$ cat config.mk
export PLATFORM = sky130hd
export DESIGN_NAME = ifu_ibuf
export DESIGN_NICKNAME = d
export VERILOG_FILES = /design/src/rtl/ifu_ibuf.sv
export SDC_FILE = /design/constraint.sdc
export NUM_CORES = 1
export LEC_CHECK = 0
export CORE_UTILIZATION = 50
export CTS_CLUSTER_DIAMETER = 40
export DETAILED_ROUTE_END_ITERATION = 8
export HOLD_SLACK_MARGIN = 0.08
export PLACE_DENSITY = 0.76
export SYNTH_ARGS = -nofsm -noshare
export SYNTH_HDL_FRONTEND = slang
export SYNTH_SLANG_ARGS = --single-unit
$ cat constraint.sdc
create_clock -name clk -period 6.1 [get_ports clk]
set_clock_uncertainty 0.05 [all_clocks]
set_input_delay 0.61 -clock clk [delete_from_list [all_inputs] [get_ports clk]]
set_output_delay 0.61 -clock clk [all_outputs]
set_load 0.01 [all_outputs]
$ cat src/rtl/ifu_ibuf.sv
`default_nettype none
// ============================================================================
// Module   : ifu_ibuf
// Brief    : Instruction buffer between fetch and decode. In-order FIFO of
//            (PC, instruction) pairs with flush for branch/exception redirect.
// Revision : 1.0 - initial release
// ============================================================================
module ifu_ibuf #(
    parameter int DEPTH = 4,
    parameter int DW    = 32,
    parameter int AW    = 32
) (
    input  logic                     clk,
    input  logic                     rst_n,
    input  logic                     flush,
    input  logic                     in_valid,
    output logic                     in_ready,
    input  logic [AW-1:0]            in_pc,
    input  logic [DW-1:0]            in_instr,
    output logic                     out_valid,
    input  logic                     out_ready,
    output logic [AW-1:0]            out_pc,
    output logic [DW-1:0]            out_instr,
    output logic [$clog2(DEPTH):0]   count
);

    localparam int                 c_PTR_W = $clog2(DEPTH);
    localparam int                 c_CNT_W = c_PTR_W + 1;
    localparam logic [c_CNT_W-1:0] c_FULL  = c_CNT_W'(DEPTH);
    localparam logic [c_CNT_W-1:0] c_EMPTY = '0;
    localparam logic [c_CNT_W-1:0] c_CNT_1 = c_CNT_W'(1);
    localparam logic [c_PTR_W-1:0] c_PTR_1 = c_PTR_W'(1);

    logic [AW-1:0]      r_mem_pc    [DEPTH];
    logic [DW-1:0]      r_mem_instr [DEPTH];
    logic [c_PTR_W-1:0] r_wptr;
    logic [c_PTR_W-1:0] r_rptr;
    logic [c_CNT_W-1:0] r_count;

    logic w_push;
    logic w_pop;

    // Handshake qualifiers; ready/valid depend only on the registered count,
    // so a full buffer refuses input even when decode pops in the same cycle.
    always_comb begin
        in_ready  = (r_count != c_FULL);
        out_valid = (r_count != c_EMPTY);
        w_push    = in_valid && in_ready;
        w_pop     = out_valid && out_ready;
        out_pc    = r_mem_pc[r_rptr];
        out_instr = r_mem_instr[r_rptr];
        count     = r_count;
    end

    // Entry storage: cleared by reset, written only on an accepted push.
    // Flush leaves contents alone; the pointers alone define what is live.
    always_ff @(posedge clk) begin
        if (!rst_n) begin
            for (int i = 0; i < DEPTH; i++) begin
                r_mem_pc[i]    <= '0;
                r_mem_instr[i] <= '0;
            end
        end else if (w_push && !flush) begin
            r_mem_pc[r_wptr]    <= in_pc;
            r_mem_instr[r_wptr] <= in_instr;
        end
    end

    // Pointer and occupancy control; reset beats flush, flush beats push/pop.
    // DEPTH is a power of two, so pointer wrap is natural binary overflow.
    always_ff @(posedge clk) begin
        if (!rst_n) begin
            r_wptr  <= '0;
            r_rptr  <= '0;
            r_count <= '0;
        end else if (flush) begin
            r_wptr  <= '0;
            r_rptr  <= '0;
            r_count <= '0;
        end else begin
            if (w_push) begin
                r_wptr <= r_wptr + c_PTR_1;
            end
            if (w_pop) begin
                r_rptr <= r_rptr + c_PTR_1;
            end
            if (w_push && !w_pop) begin
                r_count <= r_count + c_CNT_1;
            end else if (w_pop && !w_push) begin
                r_count <= r_count - c_CNT_1;
            end
        end
    end

endmodule
`default_nettype wire

==> out/results.md <==
| Item | This run | Unit |
| --- | --- | --- |
| Slew Limit Fails | 0 | - |
| Final antenna diode count | 0 | - |
| Achievable clock frequency | 268.4 | MHz |
| Post-synthesis net count | 737 | - |
| Required time of the worst setup path | 5440 | ps |
| Worst reg2reg setup slack | 3210 | ps |
| Initial core utilization | 0.5097 | - |
| Remaining antenna violation count | 0 | - |
| Mean Syn Cell Area | 17.27 | um^2 |
| Hold-fix buffer count after cts | 0 | - |
| Maximum count of clock buffers along a single path | 3 | - |
| Share of power burned in the clock network | 0.442 | - |
| Post-synthesis instance total | 666 | - |
| Final-layout worst hold slack | 491.8 | ps |
| Period utilization | 0.6107 | - |
| Cell area power density | 312.9 | mW/mm^2 |
| Post-route non-filler standard cell count | 1115 | - |
| Worst slew margin relative to its limit | 0.3129 | - |
| Standard cell core area | 0.02257 | mm^2 |
| R2r startpoint | count[0] | - |
| Setup TNS after final layout | 0 | ps |
| Sequential Power Share | 0.477 | - |
| Endpoint arrival time on the critical path | 3070 | ps |
| Worst-case vdd ir drop | 188.8 | uV |
| Via count of the first global-routing pass | 6533 | - |
| Post-Route Utilization | 0.6308 | - |
| Mapped Area | 0.01150 | mm^2 |
| Startpoint class of the critical path | flip-flop | - |
| Met3 GRT Util | 0.04059 | - |
| Post-detailed-placement cell area | 0.01311 | mm^2 |
| Class of the most critical setup path | reg2out | - |
| Number of iterations in the first detailed-routing pass | 4 | - |
| Final RePlAce weighted congestion | 0.7700 | - |
| Clock latency on the worst-skew pair | 490 | ps |
| Place WS | 2316 | ps |
| GRT overflow | 0 | - |
| Most Used Layer, Global Route | met2 | - |
| CTS tree | done | - |
| Class of the tightest hold or removal check | reg2reg | - |
| Met1 track demand over resource | 0.2529 | - |
| Pin count of the biggest net entering global routing | 67 | - |
| Global-route met2 utilization | 0.3571 | - |
| Share of final-layout standard cells stronger than drive strength 1 | 0.2096 | - |
| Num CTS Buffers | 35 | - |
| Total global routing track utilization | 0.2047 | - |
| Setup-failing EPs final | 0 | - |
| Total non-filler cell area in the finished layout | 0.01424 | mm^2 |
| Share of synthesized area occupied by flip-flops and latches | 0.6838 | - |
| Average routed wire per standard cell | 21.15 | um |
| Average vias per placed instance | 5.502 | - |
| Initial detailed-routing violation count | 399 | - |
| Cells on Worst Hold Path | 2 | - |
| Final critical path time including I/O delays and setup | 3725 | ps |
| Static leakage | 5.102 | nW |
| Internal cell power | 3.518 | mW |
| Combinational share of power | 0.081 | - |
| Overall via count from detail_route | 6135 | - |
| Max-capacitance violation count | 0 | - |
| Least setup slack across all paths after layout | 2375 | ps |
| RSZ-0062 raised after global routing | false | - |
| H-Tree Depth | 2 | - |
| Switching part of the total power | 0.2104 | - |
| Buffer type at the clock tree root | sky130_fd_sc_hd__clkbuf_16 | - |
| DRC violation count after routing | 0 | - |
| Yosys reg bits | 265 | - |
| Final count of hold timing violations | 0 | - |
| Power Total | 4.455 | mW |
| Launch instance of the worst min-delay path | r_rptr[0] | - |
| Net count of the finished layout | 876 | - |
| Capture instance of the worst register-to-register path | r_mem_pc[2][30] | - |
| Number of top-level design ports | 138 | - |
| DIE HEIGHT | 153.7 | um |
| Kind of end point of the critical path | output pin | - |
| DPL Wire Length | 13.62 | mm |
| Die Width | 153.7 | um |
| Max Fanout on Critical Path | 41 | - |
| Sinks on Clock Net | 265 | - |
| Result of the run | complete, no violations | - |
| Tightest Pin Transition | 1031 | ps |
| Net switching power | 0.9373 | mW |
| Overall die area | 0.02362 | mm^2 |
| Number of antenna violations at the first check in global routing | 0 | - |
| Std-Cell Rows | 55 | - |
| Overall routed net length | 23.59 | mm |
| Clk slew on worst S/H paths | 50 | ps |
| First-pass GRT wire length | 36.43 | mm |
| Worst reg-to-reg path cell count | 4 | - |
| Ys Warns | 0 | - |
| Final-layout fill cell count | 1596 | - |
| Number of buffers inserted to repair setup after CTS | 0 | - |
| Number of unique standard cell types used by synthesis | 35 | - |
| Area growth from synthesis to final layout | 23.76 | % |
| Number of gates resized after CTS | 0 | - |
| Number of placed instances, taps included | 1053 | - |
| Port Buf Inserts | 137 | - |
| Endpoint with the worst hold slack | r_rptr[0] | - |
## critical path: stages, from the launching register on
cell and delay [ps]:
sky130_fd_sc_hd__dfxtp_4 890, sky130_fd_sc_hd__buf_4 560, sky130_fd_sc_hd__mux4_2 600, sky130_fd_sc_hd__clkdlybuf4s50_1 500
## sequential cells by signal, indices dropped and copies added (netlist names), named ones only
register	count
r_mem_instr	128
count	3
r_wptr	2
r_mem_pc	128
r_rptr	2
## worst max path at each step
| stage | start | end | slack (ps) | cells after the start |
|---|---|---|---|---|
| 2_1_floorplan | count[0] | r_mem_instr[3][0] | 70 | 4 |
| 3_3_place_gp | rst_n | r_mem_instr[1][19] | 2430 | 5 |
| 3_5_place_dp | rst_n | r_mem_instr[1][4] | 2320 | 5 |
| 4_1_cts | flip-flop | out_instr[17] | 2260 | 3 |
| 5_1_grt | flip-flop | out_instr[31] | 2140 | 3 |
| 6_report | flip-flop | out_instr[31] | 2370 | 3 |
## power groups by stage
stage	sequential (mW)	clock, mW	combinational [mW]
after floorplan	2.15	0	0.180
after global placement	2.16	0	0.356
after detailed placement	2.16	0	0.364
after CTS	2.13	2.00	0.366
after global routing	2.14	2.06	0.383
final	2.13	1.97	0.360
## placed cells by master, fill, tap and decap left out, types with 6 or more instances in the layout
cell type / Yosys / routed
sky130_fd_sc_hd__edfxtp_1: 256 / 256
sky130_fd_sc_hd__and2_1: 218 / 218
sky130_fd_sc_hd__clkdlybuf4s50_1: 0 / 137
sky130_fd_sc_hd__mux4_2: 64 / 64
sky130_fd_sc_hd__and2_2: 40 / 40
sky130_fd_sc_hd__clkbuf_16: 0 / 37
sky130_fd_sc_hd__dfxtp_1: 9 / 7
sky130_fd_sc_hd__clkinv_2: 0 / 6
sky130_fd_sc_hd__clkbuf_1: 17 / 6
sky130_fd_sc_hd__buf_4: 1 / 6
## cell families (layout without fill, tap and decap cells)
logic type | count (synthesis) | count (layout) | share of synthesized area
AOI/OAI and AO/OA | 7 | 7 | 0.003806
xor gates and xnor gates | 4 | 4 | 0.003045
adders and majority gates | 2 | 2 | 0.002828
buffers and inverters | 43 | 207 | 0.02088
DFF | 265 | 265 | 0.6838
muxes | 65 | 65 | 0.1262
and+or+nand+nor | 280 | 280 | 0.1594
## Yosys cell counts
| master | number | share of area |
|---|---|---|
| sky130_fd_sc_hd__dfxtp_1 | 9 | 0.016 |
| sky130_fd_sc_hd__a21o_1 | 1 | 0.00065 |
| sky130_fd_sc_hd__ha_1 | 1 | 0.0011 |
| sky130_fd_sc_hd__nor4_2 | 1 | 0.0011 |
| sky130_fd_sc_hd__nand2b_1 | 2 | 0.0011 |
| sky130_fd_sc_hd__nor2_1 | 6 | 0.0020 |
| sky130_fd_sc_hd__or3_2 | 1 | 0.00065 |
| sky130_fd_sc_hd__buf_6 | 1 | 0.00098 |
| sky130_fd_sc_hd__inv_1 | 2 | 0.00065 |
| sky130_fd_sc_hd__nor3b_4 | 1 | 0.0016 |
| sky130_fd_sc_hd__nand3b_2 | 1 | 0.00098 |
| sky130_fd_sc_hd__nand3_1 | 1 | 0.00043 |
| sky130_fd_sc_hd__a21oi_1 | 1 | 0.00043 |
| sky130_fd_sc_hd__or3_1 | 1 | 0.00054 |
| sky130_fd_sc_hd__and2_1 | 218 | 0.12 |
| sky130_fd_sc_hd__o311ai_0 | 1 | 0.00076 |
| sky130_fd_sc_hd__xor2_1 | 4 | 0.0030 |
| sky130_fd_sc_hd__o31ai_1 | 1 | 0.00065 |
| sky130_fd_sc_hd__buf_2 | 8 | 0.0035 |
| sky130_fd_sc_hd__nand4b_1 | 1 | 0.00076 |
| sky130_fd_sc_hd__mux4_2 | 64 | 0.13 |
| sky130_fd_sc_hd__nand2_1 | 1 | 0.00033 |
| sky130_fd_sc_hd__nor4b_2 | 2 | 0.0026 |
| sky130_fd_sc_hd__or2b_2 | 1 | 0.00076 |
| sky130_fd_sc_hd__and2b_1 | 1 | 0.00065 |
| sky130_fd_sc_hd__and2_2 | 40 | 0.026 |
| sky130_fd_sc_hd__clkbuf_2 | 10 | 0.0044 |
| sky130_fd_sc_hd__clkbuf_1 | 17 | 0.0055 |
| sky130_fd_sc_hd__buf_4 | 1 | 0.00065 |
| sky130_fd_sc_hd__or2b_1 | 2 | 0.0013 |
| sky130_fd_sc_hd__buf_8 | 4 | 0.0052 |
| sky130_fd_sc_hd__mux2i_1 | 1 | 0.00087 |
| sky130_fd_sc_hd__o21ai_0 | 3 | 0.0013 |
| sky130_fd_sc_hd__fa_1 | 1 | 0.0017 |
| sky130_fd_sc_hd__edfxtp_1 | 256 | 0.67 |
## final cells by class
type                    instances  area, um^2  share of cell area
inverters                       2       7.507           0.0005272
flip-flops and latches        265        7875              0.5531
repair buffers                143        1416             0.09947
well taps                     285       356.6             0.02504
clock buffers                  43       948.4             0.06661
clock inverters                19       182.7             0.01283
multi-input cells             358        3452              0.2424
## layer usage
| layer | share of wire | routed length, um | vias to the layer above |
|---|---|---|---|
| li1 | - | - | 2758 |
| met1 | 0.40 | 9359 | 3133 |
| met2 | 0.52 | 12220 | 198 |
| met3 | 0.058 | 1373 | 46 |
| met4 | 0.027 | 630 | 0 |
| met5 | 0 | 0 | - |
No activity file was read; power rests on OpenSTA's default activity.
